$ cat src/rtl/mips_isa_pkg.sv
// MIPS-style ISA constants shared by the encoder and control decoder.
// Opcodes, funct codes, in_op select encoding and encoder FSM states.
package mips_isa_pkg;

  typedef enum logic [3:0] {
    OP_ADD  = 4'd0,
    OP_SUB  = 4'd1,
    OP_AND  = 4'd2,
    OP_OR   = 4'd3,
    OP_SLT  = 4'd4,
    OP_NOR  = 4'd5,
    OP_MUL  = 4'd6,
    OP_DIV  = 4'd7,
    OP_LW   = 4'd8,
    OP_SW   = 4'd9,
    OP_BEQ  = 4'd10,
    OP_BNE  = 4'd11,
    OP_J    = 4'd12,
    OP_ADDI = 4'd13,
    OP_SLTI = 4'd14,
    OP_ILL  = 4'd15
  } op_e;

  localparam logic [5:0] OPC_RTYPE = 6'b000000;
  localparam logic [5:0] OPC_LW    = 6'b100011;
  localparam logic [5:0] OPC_SW    = 6'b101011;
  localparam logic [5:0] OPC_BEQ   = 6'b000100;
  localparam logic [5:0] OPC_BNE   = 6'b000101;
  localparam logic [5:0] OPC_J     = 6'b000010;
  localparam logic [5:0] OPC_ADDI  = 6'b001000;
  localparam logic [5:0] OPC_SLTI  = 6'b001010;

  localparam logic [5:0] FN_ADD = 6'b100000;
  localparam logic [5:0] FN_SUB = 6'b100010;
  localparam logic [5:0] FN_AND = 6'b100100;
  localparam logic [5:0] FN_OR  = 6'b100101;
  localparam logic [5:0] FN_SLT = 6'b101010;
  localparam logic [5:0] FN_NOR = 6'b100111;
  localparam logic [5:0] FN_MUL = 6'b100001;
  localparam logic [5:0] FN_DIV = 6'b100011;

  // Program memory holds 256 words; count reaching this is full.
  localparam logic [8:0] FULL_COUNT = 9'd256;
  localparam logic [8:0] LAST_SLOT  = 9'd255;

  typedef enum logic [1:0] {
    S_IDLE,
    S_LOAD,
    S_DONE,
    S_ERR
  } state_e;

  function automatic logic [31:0] rtype(
    input logic [4:0] rs,
    input logic [4:0] rt,
    input logic [4:0] rd,
    input logic [5:0] fn
  );
    return {OPC_RTYPE, rs, rt, rd, 5'd0, fn};
  endfunction

endpackage

$ cat src/rtl/instr_pack.sv
// Combinational field packer: in_op plus fields to a 32-bit word.
// Flags the reserved select so the FSM can refuse to write it.
module instr_pack
  import mips_isa_pkg::*;
(
  input  logic [3:0]  op_i,
  input  logic [4:0]  rs_i,
  input  logic [4:0]  rt_i,
  input  logic [4:0]  rd_i,
  input  logic [15:0] imm_i,
  input  logic [25:0] target_i,
  output logic [31:0] word_o,
  output logic        illegal_o
);

  // Select the format and opcode/funct for each operation.
  always_comb begin
    word_o    = '0;
    illegal_o = 1'b0;
    unique case (op_i)
      OP_ADD:  word_o = rtype(rs_i, rt_i, rd_i, FN_ADD);
      OP_SUB:  word_o = rtype(rs_i, rt_i, rd_i, FN_SUB);
      OP_AND:  word_o = rtype(rs_i, rt_i, rd_i, FN_AND);
      OP_OR:   word_o = rtype(rs_i, rt_i, rd_i, FN_OR);
      OP_SLT:  word_o = rtype(rs_i, rt_i, rd_i, FN_SLT);
      OP_NOR:  word_o = rtype(rs_i, rt_i, rd_i, FN_NOR);
      OP_MUL:  word_o = rtype(rs_i, rt_i, rd_i, FN_MUL);
      OP_DIV:  word_o = rtype(rs_i, rt_i, rd_i, FN_DIV);
      OP_LW:   word_o = {OPC_LW, rs_i, rt_i, imm_i};
      OP_SW:   word_o = {OPC_SW, rs_i, rt_i, imm_i};
      OP_BEQ:  word_o = {OPC_BEQ, rs_i, rt_i, imm_i};
      OP_BNE:  word_o = {OPC_BNE, rs_i, rt_i, imm_i};
      OP_J:    word_o = {OPC_J, target_i};
      OP_ADDI: word_o = {OPC_ADDI, rs_i, rt_i, imm_i};
      OP_SLTI: word_o = {OPC_SLTI, rs_i, rt_i, imm_i};
      OP_ILL:  illegal_o = 1'b1;
    endcase
  end

endmodule

$ cat src/rtl/instr_encoder.sv
// Streams encoded instructions into program memory from word 0.
// One registered write slot; accepts a new request as it drains.
module instr_encoder
  import mips_isa_pkg::*;
(
  input  logic        clk,
  input  logic        reset,
  input  logic        start,
  input  logic        in_valid,
  output logic        in_ready,
  input  logic [3:0]  in_op,
  input  logic [4:0]  in_rs,
  input  logic [4:0]  in_rt,
  input  logic [4:0]  in_rd,
  input  logic [15:0] in_imm,
  input  logic [25:0] in_target,
  input  logic        in_last,
  output logic        mem_we,
  output logic [7:0]  mem_addr,
  output logic [31:0] mem_wdata,
  input  logic        mem_ready,
  output logic        done,
  output logic        error,
  output logic [8:0]  count
);

  state_e      state_q, state_d;
  logic        we_q, we_d;
  logic [7:0]  addr_q, addr_d;
  logic [31:0] wdata_q, wdata_d;
  logic [8:0]  count_q, count_d;
  logic        done_q, done_d;
  logic        error_q, error_d;
  logic        last_q, last_d;
  logic        lastacc_q, lastacc_d;

  logic [31:0] word;
  logic        illegal;
  logic        wr_done;
  logic        full;
  logic        ready_c;
  logic        accept;
  logic        overflow;

  instr_pack u_pack (
    .op_i      (in_op),
    .rs_i      (in_rs),
    .rt_i      (in_rt),
    .rd_i      (in_rd),
    .imm_i     (in_imm),
    .target_i  (in_target),
    .word_o    (word),
    .illegal_o (illegal)
  );

  // Full also covers a pending 256th word, so no 257th is taken.
  assign wr_done  = we_q && mem_ready;
  assign full     = (count_q == FULL_COUNT) ||
                    ((count_q == LAST_SLOT) && we_q);
  assign ready_c  = (state_q == S_LOAD) && !full && !lastacc_q &&
                    (!we_q || mem_ready) && !start && !reset;
  assign accept   = in_valid && ready_c;
  assign overflow = (state_q == S_LOAD) &&
                    (count_q == FULL_COUNT) && in_valid;

  // Next-state: start wins, then drain, accept and error events.
  always_comb begin
    state_d   = state_q;
    we_d      = we_q;
    addr_d    = addr_q;
    wdata_d   = wdata_q;
    count_d   = count_q;
    done_d    = done_q;
    error_d   = error_q;
    last_d    = last_q;
    lastacc_d = lastacc_q;
    if (start) begin
      state_d   = S_LOAD;
      we_d      = 1'b0;
      addr_d    = '0;
      wdata_d   = '0;
      count_d   = '0;
      done_d    = 1'b0;
      error_d   = 1'b0;
      last_d    = 1'b0;
      lastacc_d = 1'b0;
    end else begin
      if (wr_done) begin
        we_d    = 1'b0;
        count_d = count_q + 9'd1;
        if (addr_q != 8'hFF) begin
          addr_d = addr_q + 8'd1;
        end
        if (last_q) begin
          state_d = S_DONE;
          done_d  = 1'b1;
        end
      end
      if (accept) begin
        if (illegal) begin
          state_d = S_ERR;
          error_d = 1'b1;
        end else begin
          we_d      = 1'b1;
          wdata_d   = word;
          last_d    = in_last;
          lastacc_d = lastacc_q | in_last;
        end
      end
      if (overflow) begin
        state_d = S_ERR;
        error_d = 1'b1;
      end
    end
  end

  // State and registered outputs; reset aborts any pending write.
  always_ff @(posedge clk) begin
    if (reset) begin
      state_q   <= S_IDLE;
      we_q      <= 1'b0;
      addr_q    <= '0;
      wdata_q   <= '0;
      count_q   <= '0;
      done_q    <= 1'b0;
      error_q   <= 1'b0;
      last_q    <= 1'b0;
      lastacc_q <= 1'b0;
    end else begin
      state_q   <= state_d;
      we_q      <= we_d;
      addr_q    <= addr_d;
      wdata_q   <= wdata_d;
      count_q   <= count_d;
      done_q    <= done_d;
      error_q   <= error_d;
      last_q    <= last_d;
      lastacc_q <= lastacc_d;
    end
  end

  assign in_ready  = ready_c;
  assign mem_we    = we_q;
  assign mem_addr  = addr_q;
  assign mem_wdata = wdata_q;
  assign count     = count_q;
  assign done      = done_q;
  assign error     = error_q;

endmodule

$ cat config.mk
export PLATFORM = sky130hd
export DESIGN_NAME = instr_encoder
export DESIGN_NICKNAME = d
export VERILOG_FILES = /design/src/rtl/mips_isa_pkg.sv /design/src/rtl/instr_pack.sv /design/src/rtl/instr_encoder.sv
export SDC_FILE = /design/constraint.sdc
export NUM_CORES = 1
export LEC_CHECK = 0
export ABC_CLOCK_PERIOD_IN_PS = 2900
export CAP_MARGIN = 15
export CORE_ASPECT_RATIO = 1.25
export CORE_UTILIZATION = 35
export CTS_BUF_LIST = sky130_fd_sc_hd__clkbuf_4 sky130_fd_sc_hd__clkbuf_8
export CTS_CLUSTER_DIAMETER = 200
export DETAILED_ROUTE_END_ITERATION = 8
export PLACE_DENSITY = 0.68
export SLEW_MARGIN = 30
export SYNTH_ARGS = -nofsm -noshare
export SYNTH_HDL_FRONTEND = slang
export SYNTH_SLANG_ARGS = --single-unit
$ cat constraint.sdc
create_clock -name clk -period 2.9 [get_ports clk]
set_input_delay 0.725 -clock clk [delete_from_list [all_inputs] [get_ports clk]]
set_output_delay 0.725 -clock clk [all_outputs]
set_load 0.005 [all_outputs]
## Yosys cells after proc, flatten, opt, wreduce, memory -nomap -nowiden

Index checks and enable logic that the tools add are counted.

- Register bits after elaboration: 56
- Input bits: 67

- Bitwise gates (word level): 2
- Muxes and demuxes: 14
- Eq/ne operators: 19
- $add $sub $neg: 2
- Reduce and logical (&&, ||, !) cells: 25

Operator list:

| operator | number |
|---|---|
| case mux 32 bit (15 select lines) | 1 |
| == test 4 bit, second input constant | 8 |
| == test 4 x 3 -> 1 bit, second input constant | 4 |
| logical AND 1 bit | 10 |
| 2-to-1 mux 2 bit | 5 |
| adder 9 x 1 -> 9 bit, second input constant | 1 |
| == test 9 x 8 -> 1 bit, second input constant | 1 |
| == test 9 bit, second input constant | 1 |
| adder 8 x 1 -> 8 bit, second input constant | 1 |
| == test 4 x 2 -> 1 bit, second input constant | 2 |
| 2-to-1 mux 1 bit | 8 |
| != test 8 bit, second input constant | 1 |
| AND reduction 2 bit | 4 |
| logical NOT 1 bit | 5 |
| == test 4 x 1 -> 1 bit, second input constant | 1 |
| logical NOT 4 bit | 1 |
| nonzero test 2 bit | 2 |
| == test 2 x 1 -> 1 bit, second input constant | 1 |
| logical OR 1 bit | 2 |
| OR reduction 2 bit | 1 |
| inverter 1 bit | 1 |
| bitwise OR 1 bit | 1 |

## Depth between registers and ports, before layout

- Depth after elaboration: 13
- Gate-level depth with buffers: 8

## By module

From an unflattened synthesis, not the netlist that was laid out.

- Cells, all modules: 377
- Area, all modules: 3124.2 µm²

By module, submodules not included:

| module | sequential area each (µm²) | cells each | instances | area an instance (µm²) |
|---|---|---|---|---|
| instr_encoder | 1121.1 | 277 | 1 | 2424.8 |
| instr_pack | 0.0 | 100 | 1 | 699.4 |

## Worst setup path before layout

OpenSTA, ideal clock, no wires.

- Path kind: register to output
- Start: register count_q[4], in the netlist count[4]
- End: output in_ready
- Path buffers: 0
- Setup slack: 370 ps
- Stages on the path, launching flop included: 7
- Data arrival time: 1805 ps
- Cell sequence: dfxtp_1 and4_2 and4_1 ha_1 nand2b_1 a2111o_4 nor2_1

- Longest elaborated chain between the ends: 9

RTL lines:

| element | RTL line | source |
|---|---|---|
| start: declaration | instr_encoder.sv:31 | `logic [8:0] count_q, count_d;` |
| start signal: assignment | instr_encoder.sv:134 | `count_q <= count_d;` |
| == test 9 x 8 -> 1 bit | instr_encoder.sv:59 | `((count_q == LAST_SLOT) && we_q);` |
| logical AND 1 bit | instr_encoder.sv:59 |  |
| logical OR 1 bit * | instr_encoder.sv:58 | `assign full = (count_q == FULL_COUNT) \|\|` |
| logical NOT 1 bit * | instr_encoder.sv:60 | `assign ready_c = (state_q == S_LOAD) && !full && !lastacc_q &&` |
| logical AND 1 bit * (3 in series) | instr_encoder.sv:60 |  |
| logical AND 1 bit * (2 in series) | instr_encoder.sv:61 | `(!we_q \|\| mem_ready) && !start && !reset;` |
| end: declaration | instr_encoder.sv:10 | `output logic in_ready,` |

Every way passes the cells marked *; elsewhere a longest branch is shown, timed or not.

## Worst setup path after layout

- Start: input start
- End: output in_ready

- Longest elaborated chain between the ends: 3

RTL lines:

| element | RTL line | source |
|---|---|---|
| start: declaration | instr_encoder.sv:8 | `input logic start,` |
| logical NOT 1 bit | instr_encoder.sv:61 |  |
| logical AND 1 bit (2 in series) | instr_encoder.sv:61 |  |

Every way passes these cells.

==> flow_summary.ini <==
[logic_synthesis]
synth_area_um2 = 2880
syn-num-nets = 384
ys_seq_area_share_pct = 38.2
synth-async-reset-ratio_pct = 0
ys.flop_type = dfxtp_1
ys_types = 55
yosys_warnings = 0
synth-seq-cells = 55
netlist_instances = 313
synth_edf_count = 0
avgSynthCellArea_um2 = 9.21

[clock_network]
cts_setup_buffers = 0
clock_latency_ns = 0.30
cts_tree = built
root_buffer = clkbuf_8
numCtsBuffers = 5
htree_levels = 2
clockBufferDepth = 2
clk_pin_slew_ns = 0.09
clock-sinks = 55
cts_hold_buf = 0

[worst_setup_path]
crit_path_max_fanout = 2
cp-start-kind = primary input
critPathArrivalTime_ns = 2.12
critPathCaptureType = output port
worstPathRequired_ns = 2.17
crit_type = in -> out

[placement]
post-place-ws_ns = -0.377
gp_congestion = 0.862
io_buffers = 118
dpl.cell_count = 530
hpwl_um = 6220

[cells_and_area]
n_antenna_cell = 0
layout-drive-gt1-share_pct = 15.8
final-instance-count-excl-fill = 537
fin_nets = 513
final_util_pct = 55.7
area_growth_pct = 52.4
fill_cells = 726
layout_commonest_cell = clkdlybuf4s50_1
final_cell_mix = 117 x clkdlybuf4s50_1, 53 x dfxtp_1, 48 x a21oi_1
multi_input_area_um2 = 1620
ff_latch_area_um2 = 1100

[floorplanning]
pin_count = 120
die_area_um2 = 8600
start_util_pct = 36.6
coreArea_um2 = 7880
die_y_um = 103
die_x_um = 83.2
rows = 36

[power_and_ir_drop]
p_per_area_nw_per_um2 = 331
leakage_nw = 1.53
ir_drop_mv = 0.218
p_total_mw = 1.45

[timing]
layout_min_cycle_time_ns = 2.84
hold_violations = 0
period_share_pct = 97.9
drv_slew = 0
tns_ns = 0
finalSetupViolCount = 0
setup_slack_ns = 0.0598
relSlewSlack_pct = 49.4
fin_worst_skew_ns = 0.00727
max_freq_mhz = 352
worstMarginPinSlew_ns = 0.759
rsz0062_at_grt = false

[grt]
grt.overflow.total = 0
antenna_found_initial = 0
grt_max_degree = 55
grt_pass1_wl_um = 13500
first_global_vias = 2724
grt_util_all_layers_pct = 19.4

[detailed_routing]
via_per_inst = 5.45
detail_route.first_pass.iterations = 4
routedWlPerCell_um = 15.9
dr.first_iter.drc_count = 128
wl_um = 8560
vias = 2924
drtAntennaViolNets = 0
remaining_drc_errors = 0

[outcome]
status = complete, no violations

[run]
drv_cap = 0

[min_path]
hold_path.class = reg -> reg
-- cells by family after synthesis --
family	share of synthesized area, %
AOI/OAI and AO/OA	35.8
xor gates and xnor gates	2.74
adders and majority gates	1.74
buffers and inverters	6.04
DFF	38.2
muxes	0.347
other	0.130
and+or+nand+nor	15.0
-- critical path, cell delays in order --
cell,delay [ns]
clkdlybuf4s50_1,0.43
or2_4,0.27
a2111o_4,0.48
nor2_4,0.10
buf_2,0.11
-- flip-flops by register name (all words and copies together), names as in the netlist --
register and count:
mem_wdata 31, count 9, error 1, done 1
last_q 1, mem_we 1, lastacc_q 1, mem_addr 8
state_q 2
-- through the flow --
stage	cell area [µm²]	hold slack (ns)
after floorplan	2880	0.442
after global placement	4290	0.444
after detailed placement	4290	0.446
after CTS	4390	0.460
after global routing	4390	0.477
final	4390	0.452
-- cell type report --
type / instances / share of cell area (%)
Multi-Input combinational cell: 225 / 37.0
Clock buffer: 6 / 1.88
Timing Repair Buffer: 146 / 32.4
Sequential cell: 55 / 25.1
Tap cell: 95 / 2.71
Clock inverter: 1 / 0.114
Inverter: 9 / 0.769
-- metal layers --
| layer | vias to the layer above | track usage (%) | part of all wire, % |
|---|---|---|---|
| li1 | 1446 | - | - |
| met1 | 1369 | 24.1 | 44 |
| met2 | 101 | 34.1 | 48 |
| met3 | 8 | 5.00 | 7.4 |
| met4 | 0 | 4.24 | 0.96 |
| met5 | - | 0 | 0 |
-- path summary, 6_finish.rpt --
check	startpoint	endpoint	slack, ns	depth (start not counted)
worst max-delay path	start	in_ready	0.06	5
worst min-delay path	error	error	0.45	2
worst max register to register	count[5]	mem_wdata[4]	0.52	9
worst min register to register	error	error	0.45	2
-- where the power goes --
part           total [mW]  switching [mW]  internal, mW
Clock               0.428           0.240         0.188
Combinational       0.263           0.119         0.144
Sequential          0.763         0.00291         0.760
Total                1.45           0.361          1.09
-- cell usage after synthesis (7+ instances only) --
cell | number | area, µm²
a21oi_1 | 48 | 240
nor2_1 | 18 | 67.6
nand3_1 | 7 | 35.0
dfxtp_1 | 55 | 1100
nand2_1 | 16 | 60.1
xor2_1 | 7 | 61.3
a211oi_2 | 20 | 250
inv_1 | 8 | 30.0
clkbuf_1 | 14 | 52.6
nand4_1 | 7 | 43.8
o21ai_0 | 12 | 60.1
a22oi_1 | 17 | 128
-- timing repair --
item,CTS,global route
pin swaps,2,1
gates resized for setup,8,2
endpoints found under the setup margin,1,1
Note: power is estimated with default switching activity, not from simulation.
==> patch: new RTL, same flow settings <==
Take the reset off `wdata_q` and load it in a clocked block of its own.
--- a/src/rtl/instr_encoder.sv
+++ b/src/rtl/instr_encoder.sv
@@ -120,7 +120,6 @@
       state_q   <= S_IDLE;
       we_q      <= 1'b0;
       addr_q    <= '0;
-      wdata_q   <= '0;
       count_q   <= '0;
       done_q    <= 1'b0;
       error_q   <= 1'b0;
@@ -130,13 +129,16 @@
       state_q   <= state_d;
       we_q      <= we_d;
       addr_q    <= addr_d;
-      wdata_q   <= wdata_d;
       count_q   <= count_d;
       done_q    <= done_d;
       error_q   <= error_d;
       last_q    <= last_d;
       lastacc_q <= lastacc_d;
     end
+  end
+
+  always_ff @(posedge clk) begin
+    wdata_q <= wdata_d;
   end
 
   assign in_ready  = ready_c;
Formal check against the unedited RTL: differs if reset is asserted again (counterexample within 4 cycles, from zero or initial values and one cycle with reset high); with reset held inactive, the same outputs for 10 cycles.
==> patch against the original RTL <==
Setup slack better by 0.065 ns; routed wire length about the same; fmax increased by 2.3%; sequential cell count did not move; area after synthesis increased by 0.87%; total power grew 7.3%; cell count is 0.37% lower; critical endpoint unchanged; cell area increased by 0.17%; highest routed layer unchanged; sequential power is 1% higher.
==> patch: results (changes against the original RTL) <==
Critical Path Max Stage Delay 0.46 ns (was 0.48 ns); CP top delay family simple AND/OR/NAND/NOR gates (was buffers and inverters); share of cells above drive strength 1 15.9% (was 15.8%); total of warnings raised by yosys 0 (unchanged); total CTS buffers 5 (unchanged); crit path DAT 2.05 ns (was 2.12 ns); Hold-fix buffers, CTS 0 (unchanged); GRT overflow 0 (unchanged); diode count 0 (unchanged); Post-DP Area 4270 µm² (was 4290 µm²); Clock transition at path regs 0.09 ns (about the same); DR vias 2946 (was 2924); Clock H-tree levels 2 (unchanged); Slew HR 47.7% (was 49.4%); Reg2Reg Setup Slack 0.60 ns (was 0.52 ns); IO buf count 118 (unchanged); HPWL after detailed placement 6160 µm (was 6220 µm); Syn Nets 385 (was 384); DR iter-0 viols 183 (was 128); Final #Nets 511 (was 513); count of pins over their slew limit 0 (unchanged); Peak VDD IR 227 µV (was 218 µV); Async S/R FF share, synth 0% (unchanged); Post-synth top flop dfxtp_1 (unchanged); status completed (unchanged); commonest cells in the netlist 55 x dfxtp_1, 46 x a21oi_1, 22 x a211oi_2, 18 x nor2_1, 17 x a22oi_1 (was 55 x dfxtp_1, 48 x a21oi_1, 20 x a211oi_2, 18 x nor2_1, 17 x a22oi_1); Fin Clk Skew 0.00930 ns (was 0.00727 ns); number of global-route vias before repair 2782 (was 2724); Placement Setup Slack -0.335 ns (was -0.377 ns); sequential area share after synthesis 37.9% (was 38.2%); Leak 1.54 nW (was 1.53 nW); FILL cells 734 (was 726); Largest register FFs 31 (unchanged); Critical-path top delay cell a2111o_4 (unchanged); root buf cell clkbuf_8 (unchanged); multi-input logic area 1630 µm² (was 1620 µm²); Final Cycle Share 95.7% (was 97.9%); synth top area cells dfxtp_1 38%, a211oi_2 9.5%, a21oi_1 7.9% (was dfxtp_1 38%, a211oi_2 8.7%, a21oi_1 8.3%); clk_lat worst skew 0.31 ns; first-pass GRT wire length 14000 µm (was 13500 µm); initial antenna violation count 0 (unchanged); Placer Congestion 0.800 (was 0.862); largest fanout on the critical path 2 (unchanged); drt first pass iters 5 (was 4); largest net degree at the start of global routing 34 (was 55); Tightest Hold Check Type flip-flop to flip-flop (unchanged); gr usage total 19.5% (was 19.4%); Max Root-Sink Buffers 2 (unchanged); synth unique cells 58 (was 55); Post-Route WL 8560 µm (about the same)
## patch: changes by cell type after synthesis, moves of 2 or more
cell / change
buf_2: -4
buf_6: +4
a211oi_1: -2
a211oi_2: +2
a21oi_1: -2
a21oi_2: +2
buf_12: -2
buf_4: -2
buf_8: +2
clkbuf_1: +2
## patch: cell families after synthesis
kind of cell             count (synthesis)  synth area share (%)
adder cells (fa/ha/maj)                  4                  1.72
multiplexers                             1                 0.344
buffers and inverters                   34                  6.41
AND/OR/NAND/NOR                         77                  14.7
flip-flops                              55                  37.9
XOR/XNOR                                 9                  2.71
other                                    1                 0.129
AO/OA/AOI/OAI                          133                  36.1
## patch: metal layers
metal | vias up | global-route usage, % | share of wire, %
met3 | 4 | 4.44 | 7.6
met1 | 1380 | 24.1 | 44
li1 | 1444 | - | -
met4 | 0 | 4.00 | 0.72
met5 | - | 0 | 0
met2 | 118 | 34.5 | 48
## patch: timing repair
action	in CTS	in global routing
buffers inserted	1	1
pin swaps	3	2
endpoints found under the setup margin	1	1
gates resized for setup	7	3
## patch: worst register-to-register path, stage by stage (launching register included)
cell      delay [ns]
dfxtp_2         0.33
and4_1          0.21
and4_1          0.20
ha_1            0.18
nand2b_4        0.14
a2111o_4        0.46
buf_4           0.19
nor2_8          0.13
buf_12          0.21
a311oi_1        0.12
## patch: report_power, final
| group | leakage [nW] | internal, mW | switching [mW] |
|---|---|---|---|
| Combinational | 1.05 | 0.157 | 0.127 |
| Sequential | 0.446 | 0.767 | 0.00654 |
| Clock | 0.0502 | 0.253 | 0.249 |
| Total | 1.54 | 1.18 | 0.383 |
## patch: final timing paths
path                 start            to  depth (start not counted)
setup / recovery  count[2]      in_ready                          7
hold / removal       error         error                          2
hold reg to reg      error         error                          2
setup reg to reg  count[2]  mem_wdata[0]                          9
## patch: layout make-up
type	instances	share of cell area, %
Multi-Input combinational cell	225	37.1
Timing Repair Buffer	144	31.9
Sequential cell	55	25.1
Tap cell	95	2.70
Clock buffer	5	1.56
Clock inverter	2	0.853
Inverter	9	0.768
## patch: through the flow
step / instances / hold WS [ns]
final: 535 / 0.455
after global routing: 535 / 0.499
after CTS: 534 / 0.464
after detailed placement: 526 / 0.449
after global placement: 526 / 0.448
after floorplan: 314 / 0.442
